$ cat config.mk
export PLATFORM = sky130hd
export DESIGN_NAME = sram_pin_master
export DESIGN_NICKNAME = d
export VERILOG_FILES = /design/src/rtl/sram_pin_master.sv
export SDC_FILE = /design/constraint.sdc
export NUM_CORES = 1
export LEC_CHECK = 0
export ABC_AREA = 1
export CAP_MARGIN = 20
export CELL_PAD_IN_SITES_DETAIL_PLACEMENT = 1
export CELL_PAD_IN_SITES_GLOBAL_PLACEMENT = 2
export CORE_MARGIN = 5
export CORE_UTILIZATION = 22
export DETAILED_ROUTE_END_ITERATION = 8
export PLACE_DENSITY = 0.84
export SLEW_MARGIN = 20
export SYNTH_ARGS = -nofsm -noshare
export SYNTH_HDL_FRONTEND = slang
export SYNTH_SLANG_ARGS = --single-unit
$ cat constraint.sdc
create_clock -name clk -period 1.3 [get_ports clk]
set_input_delay 0.195 -clock clk [delete_from_list [all_inputs] [get_ports clk]]
set_output_delay 0.195 -clock clk [all_outputs]
set_load 0.1 [all_outputs]
$ cat src/rtl/sram_pin_master.sv
// Host-side initiator for the 8-pin shared addr/data SRAM tile; turns byte write/read/burst requests into pin steps.
// Optional burst reads are compiled in with SRAM_MASTER_BURST_EN. Latency: write 6, read 2, burst first beat 4 cycles (HALF_PERIOD=1).
module sram_pin_master #(
  parameter int HALF_PERIOD = 1
) (
  input  logic       clk,
  input  logic       reset,
  input  logic       req_valid,
  output logic       req_ready,
  input  logic       req_write,
  input  logic       req_burst,
  input  logic [2:0] req_addr,
  input  logic [2:0] req_len,
  input  logic [7:0] req_wdata,
  output logic       wr_done,
  output logic       rsp_valid,
  output logic [7:0] rsp_data,
  output logic       rsp_last,
  output logic [7:0] sram_pins,
  input  logic [7:0] sram_dout
);

  localparam int CW = $clog2(HALF_PERIOD) + 1;
  localparam logic [CW-1:0] CNT_MAX = CW'(HALF_PERIOD - 1);

`ifdef SRAM_MASTER_BURST_EN
  typedef enum logic [2:0] {IDLE, WR_LO, WR_HI, WR_CMT, RD, BST_SET, BST_RD} state_t;
`else
  typedef enum logic [2:0] {IDLE, WR_LO, WR_HI, WR_CMT, RD} state_t;
`endif

  state_t          state_q, state_d;
  logic            phase_hi_q;
  logic [CW-1:0]   cnt_q;
  logic [2:0]      addr_q;
  logic [7:0]      wdata_q;
  logic            ready_q;
  logic            wr_done_q;
  logic            rsp_valid_q;
  logic [7:0]      rsp_data_q;
  logic            rsp_last_q;
  logic            accept;
  logic            phase_end;
  logic            step_end;
  logic            rd_step;
  logic            last_beat;

`ifdef SRAM_MASTER_BURST_EN
  logic [2:0]      len_q;
  logic [2:0]      beat_q;
`else
  logic            unused_burst_fields;
  assign unused_burst_fields = ^{req_burst, req_len};
`endif

  assign req_ready = ready_q & ~reset;
  assign accept    = req_valid & req_ready;
  assign phase_end = (cnt_q == CNT_MAX);
  assign step_end  = phase_hi_q & phase_end;

`ifdef SRAM_MASTER_BURST_EN
  assign rd_step   = (state_q == RD) || (state_q == BST_RD);
  assign last_beat = (state_q == RD) || (beat_q == len_q);
`else
  assign rd_step   = (state_q == RD);
  assign last_beat = 1'b1;
`endif

  always_ff @(posedge clk) begin
    if (reset) state_q <= IDLE;
    else       state_q <= state_d;
  end

  always_comb begin
    state_d = state_q;
    case (state_q)
      IDLE: begin
        if (accept) begin
          if (req_write) state_d = WR_LO;
`ifdef SRAM_MASTER_BURST_EN
          else if (req_burst) state_d = BST_SET;
`endif
          else state_d = RD;
        end
      end
      WR_LO:   if (step_end) state_d = WR_HI;
      WR_HI:   if (step_end) state_d = WR_CMT;
      WR_CMT:  if (step_end) state_d = IDLE;
      RD:      if (step_end) state_d = IDLE;
`ifdef SRAM_MASTER_BURST_EN
      BST_SET: if (step_end) state_d = BST_RD;
      BST_RD:  if (step_end && last_beat) state_d = IDLE;
`endif
      default: state_d = IDLE;
    endcase
  end

  always_ff @(posedge clk) begin
    if (reset) begin
      phase_hi_q  <= 1'b0;
      cnt_q       <= '0;
      addr_q      <= '0;
      wdata_q     <= '0;
      ready_q     <= 1'b0;
      wr_done_q   <= 1'b0;
      rsp_valid_q <= 1'b0;
      rsp_data_q  <= '0;
      rsp_last_q  <= 1'b0;
`ifdef SRAM_MASTER_BURST_EN
      len_q       <= '0;
      beat_q      <= '0;
`endif
    end else begin
      // Phase timing restarts from the low phase whenever we leave IDLE.
      if (state_q == IDLE) begin
        phase_hi_q <= 1'b0;
        cnt_q      <= '0;
      end else if (phase_end) begin
        phase_hi_q <= ~phase_hi_q;
        cnt_q      <= '0;
      end else begin
        cnt_q      <= cnt_q + 1'b1;
      end
      if (accept) begin
        addr_q  <= req_addr;
        wdata_q <= req_wdata;
`ifdef SRAM_MASTER_BURST_EN
        len_q   <= req_len;
        beat_q  <= '0;
`endif
      end
`ifdef SRAM_MASTER_BURST_EN
      if (state_q == BST_RD && step_end) beat_q <= beat_q + 1'b1;
`endif
      // Ready lags IDLE entry by a cycle so every request is separated by an all-zero pin cycle.
      ready_q     <= (state_q == IDLE) && !accept;
      wr_done_q   <= (state_q == WR_CMT) && step_end;
      rsp_valid_q <= rd_step && step_end;
      rsp_last_q  <= rd_step && step_end && last_beat;
      if (rd_step && step_end) rsp_data_q <= sram_dout;
    end
  end

  assign wr_done   = wr_done_q;
  assign rsp_valid = rsp_valid_q;
  assign rsp_data  = rsp_data_q;
  assign rsp_last  = rsp_last_q;

  // sram_pins: [0] pin clk, [1] we, [2] oe, [3] commit, [7:4] nibble
  always_comb begin
    sram_pins = 8'h00;
    case (state_q)
      WR_LO:   sram_pins = {wdata_q[3:0], 3'b001, phase_hi_q};
      WR_HI:   sram_pins = {wdata_q[7:4], 3'b001, phase_hi_q};
      WR_CMT:  sram_pins = {1'b0, addr_q, 3'b100, phase_hi_q};
      RD:      sram_pins = {1'b0, addr_q, 3'b010, phase_hi_q};
`ifdef SRAM_MASTER_BURST_EN
      BST_SET: sram_pins = {1'b0, addr_q, 3'b111, phase_hi_q};
      BST_RD:  sram_pins = {4'h0, 3'b011, phase_hi_q};
`endif
      default: sram_pins = 8'h00;
    endcase
  end

endmodule

==> impl_metrics.tcl, run 1 <==
set metrics [dict create \
    cpMostUsedCell "buf_12" \
    hp-start "reset" \
    max_freq_mhz 628 \
    clockRootBuffer "clkbuf_8" \
    hold-path-endpoint "rsp_last$_SDFF_PP0_" \
    drv_cap 0 \
    dp_hpwl_mm 2.72 \
    post-route-util 0.440 \
    syn_nets 177 \
    yosysSeqAreaShare 0.470 \
    arrival_ns 1.40 \
    grt_pass1_wl_mm 5.82 \
    start_util 0.225 \
    cts_hold_buf 0 \
    overflow 0 \
    drc 0 \
    p_leak_uw 0.000882 \
    swShare 0.431 \
    skew_ns 0.00126 \
    core_um2 5110 \
    layout.nets 242 \
    setup_viol 20 \
    place_congestion 0.806 \
    r2r_start "state_q[1]$_SDFFE_PP0P_" \
    antenna_found_initial 0 \
    power.total_uw 3420 \
    vias 1165 \
    routedWlPerCell_um 11.9 \
    h-tree-depth 1 \
    ios 47 \
    hp-class "in -> reg" \
    syn_to_final_growth_pct 95.4 \
    worstPathCellList "nor2_4, nand2_2, buf_12, o221ai_4, buf_12" \
    hold-worst-slack_ns 0.331 \
    cp-start-kind "register" \
    finalCriticalPeriod_ns 1.59 \
    fin_ws_ns -0.293 \
    syn_avg_cell_area_um2 7.67 \
    drv_slew 0 \
    r2r_end "rsp_data[5]$_SDFFE_PP0P_" \
    drt_wl_total_mm 3.39 \
    clkSinkCount 27 \
    endpoint_kind "output port" \
    hold_viol 0 \
    holdPathStages 2 \
    ys_types 24 \
    clkTransAtPathRegs_ns 0.10 \
    min_period_over_period 1.23 \
    clkPwrFrac 0.147 \
    rrSetupSlack_ns -0.26 \
    num_rows 26 \
    dr.pass1.iters 2 \
    cp.required_ns 1.11 \
    violations "setup timing" \
    design_area_um2 2250 \
    antennaDiodeCount 0 \
    cellPowerDensity_nw_per_um2 1520 \
    placed_area_um2 2120 \
    p_int_uw 1950 \
    syn_area_um2 1150 \
    dieWidth_um 82.3 \
    numCtsBuffers 3 \
    worst-path-max-fanout 5 \
    rsz0062_at_grt "yes" \
    cts_buffer_depth 2 \
    critPathMaxStageDelay_ns 0.38 \
    grt_use_total 0.110 \
    cts_tree "built" \
    p_comb_frac 0.543 \
    ant_nets 0 \
    status "finished with violations" \
    yosys_warnings 0 \
    grt_pass1_vias 1229 \
    cpMaxStageDelayCell "dfxtp_4" \
    dieArea_um2 6780 \
    insertion_delay_ns 0.27 \
    syn_inst 150 \
    crit_type "reg -> out" \
    dp_slack_ns -0.127 \
    die_h_um 82.3 \
    final_layout_size_suffix_gt1_frac 0.402 \
    grt_max_degree 21 \
    drt_iter0_drc 24 \
    via_per_inst 4.10 \
    r2r_cells 9 \
    portBuffers 42 \
    yosys_register_bits 27 \
    seq_power_share 0.310 \
    ir_worst_vdd_uv 583 \
    switchingPower_uw 1470 \
]
-- metal layers --
metal	up-vias	part of all wire	routed length [um]	GRT usage
met5	-	0	0	0
met4	0	0.0024	8	0.0199
met3	2	0.068	231	0.0336
met2	24	0.51	1720	0.193
met1	533	0.42	1430	0.132
li1	606	-	-	-
-- cell usage in the layout (no fill, tap or decap), drive strengths merged, types with 2 or more instances in the layout --
master / instances
nand4: 2
buf: 43
inv: 18
nor2: 29
nor3: 3
clkinvlp: 3
clkbuf: 3
o221ai: 3
dfxtp: 27
a21oi: 8
nand3: 7
clkdlybuf4s50: 21
o21ai: 16
nand2: 24
-- flip-flops by register name (all words and copies together), names as in the netlist --
name and cells:
addr_q 3, cnt_q 1, phase_hi_q 1, ready_q 1
rsp_data 8, rsp_last 1, state_q 3, wdata_q 8
wr_done 1
-- final cells by class --
type,count,area (um^2)
Tap cell,70,87.6
Clock inverter,1,7.51
Multi-Input combinational cell,97,641
Timing Repair inverter,1,6.26
Sequential cell,27,554
Timing Repair Buffer,65,825
Fill cell,582,2860
Clock buffer,3,41.3
Inverter,20,87.6
-- timing repair --
item | 4_1_cts | 5_1_grt
setup endpoints to repair | 12 | 21
pin swaps | 4 | 1
gates cloned | 0 | 1
gates resized for setup | 8 | 10
setup buffers | 1 | 2
-- how the worst max path moves through the flow --
stage / from / end / slack (ns) / cells past startpoint
floorplan: state_q[1]$_SDFFE_PP0P_ / sram_pins[5] / -0.18 / 4
global placement: reset / state_q[2]$_SDFFE_PP0P_ / -0.09 / 8
detailed placement: reset / state_q[2]$_SDFFE_PP0P_ / -0.13 / 8
CTS: state_q[1]$_SDFFE_PP0P_ / sram_pins[4] / -0.31 / 5
global route: state_q[1]$_SDFFE_PP0P_ / rsp_data[4]$_SDFFE_PP0P_ / -0.38 / 9
finish: state_q[1]$_SDFFE_PP0P_ / sram_pins[4] / -0.29 / 5
-- critical path, delay by kind of cell (launching register included) --
family                 cells  cell delay (ns)
and+or+nand+nor            2             0.20
AOI/OAI and AO/OA          1             0.19
DFF                        1             0.38
buffers and inverters      2             0.34
-- stage by stage --
step                instances  setup TNS (ns)
finish                    284           -4.25
global route              284           -6.30
CTS                       281           -2.81
detailed placement        276           -1.95
global placement          276           -1.39
floorplan                 150           -2.49
-- cell families after synthesis --
| family | after synthesis | synth area share |
|---|---|---|
| compound gates | 30 | 0.146 |
| buf+inv | 26 | 0.0946 |
| flops | 27 | 0.470 |
| other cells | 1 | 0.00326 |
| simple gates | 66 | 0.287 |
-- cell usage after synthesis, drive strengths merged --
library cell	count	area [um^2]
nor2	29	126
dfxtp	27	541
nand2	24	134
inv	20	75.1
o21ai	16	80.1
a21oi	8	40.0
nand3	7	35.0
buf	5	30.0
nor3	3	15.0
o221ai	3	26.3
nand4	2	12.5
clkbuf	1	3.75
conb	1	3.75
nand3b	1	7.51
o211ai	1	7.51
o21a	1	7.51
o22ai	1	6.26
-- power by group through the flow --
stage	combinational, uW	sequential, uW	clock, uW
final	1860	1060	503
after global routing	1990	1080	565
after CTS	1850	1050	530
after detailed placement	1810	1050	0
after global placement	1780	1050	0
after floorplan	1050	1100	0
No activity file was read; power rests on OpenSTA's default activity.
==> run 2, diff against run 1 <==
Settings changed: CORE_UTILIZATION 22 to 24, PLACE_DENSITY 0.84 to 0.9.
Clock period 1.3 ns to 1.85 ns, I/O delays scaled along.
==> impl_metrics.tcl, run 2 (synthesis results as in run 1) <==
set metrics [dict create \
    min_period_over_period 0.955 \
    syn_to_final_growth_pct 55.4 \
    dp_hpwl_mm 2.33 \
    crit_start "state_q[2]$_SDFFE_PP0P_" \
    post-route-util 0.381 \
    clkSinkCount 27 \
    rsz0062_at_grt "yes" \
    power.total_uw 2050 \
    core_um2 4690 \
    portBuffers 42 \
    placed_area_um2 1720 \
    via_per_inst 4.43 \
    dr.pass1.iters 4 \
    h-tree-depth 1 \
    endpoint_kind "output port" \
    skew_ns 0.00568 \
    max_freq_mhz 566 \
    fin_ws_ns 0.0835 \
    fillCellCount 567 \
    worst-path-max-fanout 5 \
    ant_nets 0 \
    cts_tree "built" \
    r2r_start "state_q[2]$_SDFFE_PP0P_" \
    cellPowerDensity_nw_per_um2 1150 \
    start_util 0.245 \
    arrival_ns 1.49 \
    hp-class "reg -> reg" \
    drt_wl_total_mm 2.98 \
    swShare 0.441 \
    p_int_uw 1150 \
    hp-start "addr_q[1]$_SDFFE_PP0P_" \
    drc 0 \
    drv_slew 0 \
    ir_worst_vdd_uv 476 \
    ios 47 \
    final_layout_size_suffix_gt1_frac 0.253 \
    antenna_found_initial 0 \
    design_area_um2 1790 \
    finalCriticalPeriod_ns 1.77 \
    cp-start-kind "register" \
    dieArea_um2 6280 \
    drt_iter0_drc 73 \
    place_congestion 0.758 \
    routedWlPerCell_um 12.0 \
    layout.nets 222 \
    insertion_delay_ns 0.28 \
    numCtsBuffers 3 \
    status "finished, final reports clean" \
    die_h_um 79.3 \
    grt_pass1_vias 1110 \
    grt_max_degree 21 \
    vias 1098 \
    seq_power_share 0.352 \
    cts_hold_buf 0 \
    crit_type "reg -> out" \
    mostFrequentLayoutCells "25 x nor2_1, 25 x dfxtp_1, 22 x clkdlybuf4s50_1" \
    clockRootBuffer "clkbuf_8" \
    clkPwrFrac 0.166 \
    grt_use_total 0.102 \
    clkTransAtPathRegs_ns 0.09 \
    dp_slack_ns 0.243 \
    dieWidth_um 79.3 \
    cts_buffer_depth 2 \
    postCtsSetupBuffers 0 \
    antennaDiodeCount 0 \
    grt_pass1_wl_mm 5.06 \
    num_rows 25 \
    hold-worst-slack_ns 0.467 \
    p_leak_uw 0.000758 \
    setup_viol 0 \
    drv_cap 0 \
    p_comb_frac 0.482 \
    overflow 0 \
    cp.required_ns 1.57 \
    hold_viol 0 \
    switchingPower_uw 904 \
]
[run 2: changes by cell type in the layout (fill, tap and decap cells not counted), sizes merged]
cell / before / now
clkdlybuf4s50: 21 / 22
buf: 43 / 24
dlygate4sd2: 1 / 0
inv: 18 / 20
clkinvlp: 3 / 0
[run 2: area by class of cell]
class / instances / area, um^2 / share of cell area
multi-input cells: 97 / 542 / 0.303
clock inverters: 1 / 5.00 / 0.00280
well taps: 54 / 67.6 / 0.0378
clock buffers: 3 / 41.3 / 0.0231
inverters: 20 / 75.1 / 0.0420
flip-flops and latches: 27 / 546 / 0.305
repair buffers: 46 / 513 / 0.287
[run 2: metrics by stage]
step	std cells	TNS [ns]
detailed placement	244	0
floorplan	150	-0.0849
global placement	244	0
finish	248	0
CTS	248	0
global route	248	-0.00484
[run 2: path summary, 6_finish.rpt]
check,end,slack [ns],cells past startpoint
max,sram_pins[0],0.08,5
min,addr_q[1]$_SDFFE_PP0P_,0.47,2
max reg2reg,state_q[0]$_SDFFE_PP0P_,0.53,6
min reg2reg,addr_q[1]$_SDFFE_PP0P_,0.47,2
[run 2: timing repair]
action	4_1_cts	5_1_grt
endpoints found under the setup margin	1	4
gates resized for setup	2	5
cloned	0	0
pin swaps	0	1
[run 2: power by group through the flow]
stage	clock (uW)	combinational [uW]	sequential, uW
2_1_floorplan	0	648	757
3_3_place_gp	0	974	724
3_5_place_dp	0	981	726
4_1_cts	367	986	716
5_1_grt	378	1060	733
6_report	341	987	721
[run 2: layer usage]
layer / vias to the layer above / global-route usage / routed length [um]
met5: - / 0 / 0
met4: 0 / 0.0258 / 26
met3: 4 / 0.0420 / 236
met2: 31 / 0.175 / 1430
met1: 499 / 0.118 / 1290
li1: 564 / - / -
[run 2: worst max-delay path: stages (launching register included)]
cell	delay (ns)
dfxtp_1	0.37
nor2_1	0.20
nand2_2	0.16
nand2_4	0.14
o21a_1	0.17
buf_12	0.18
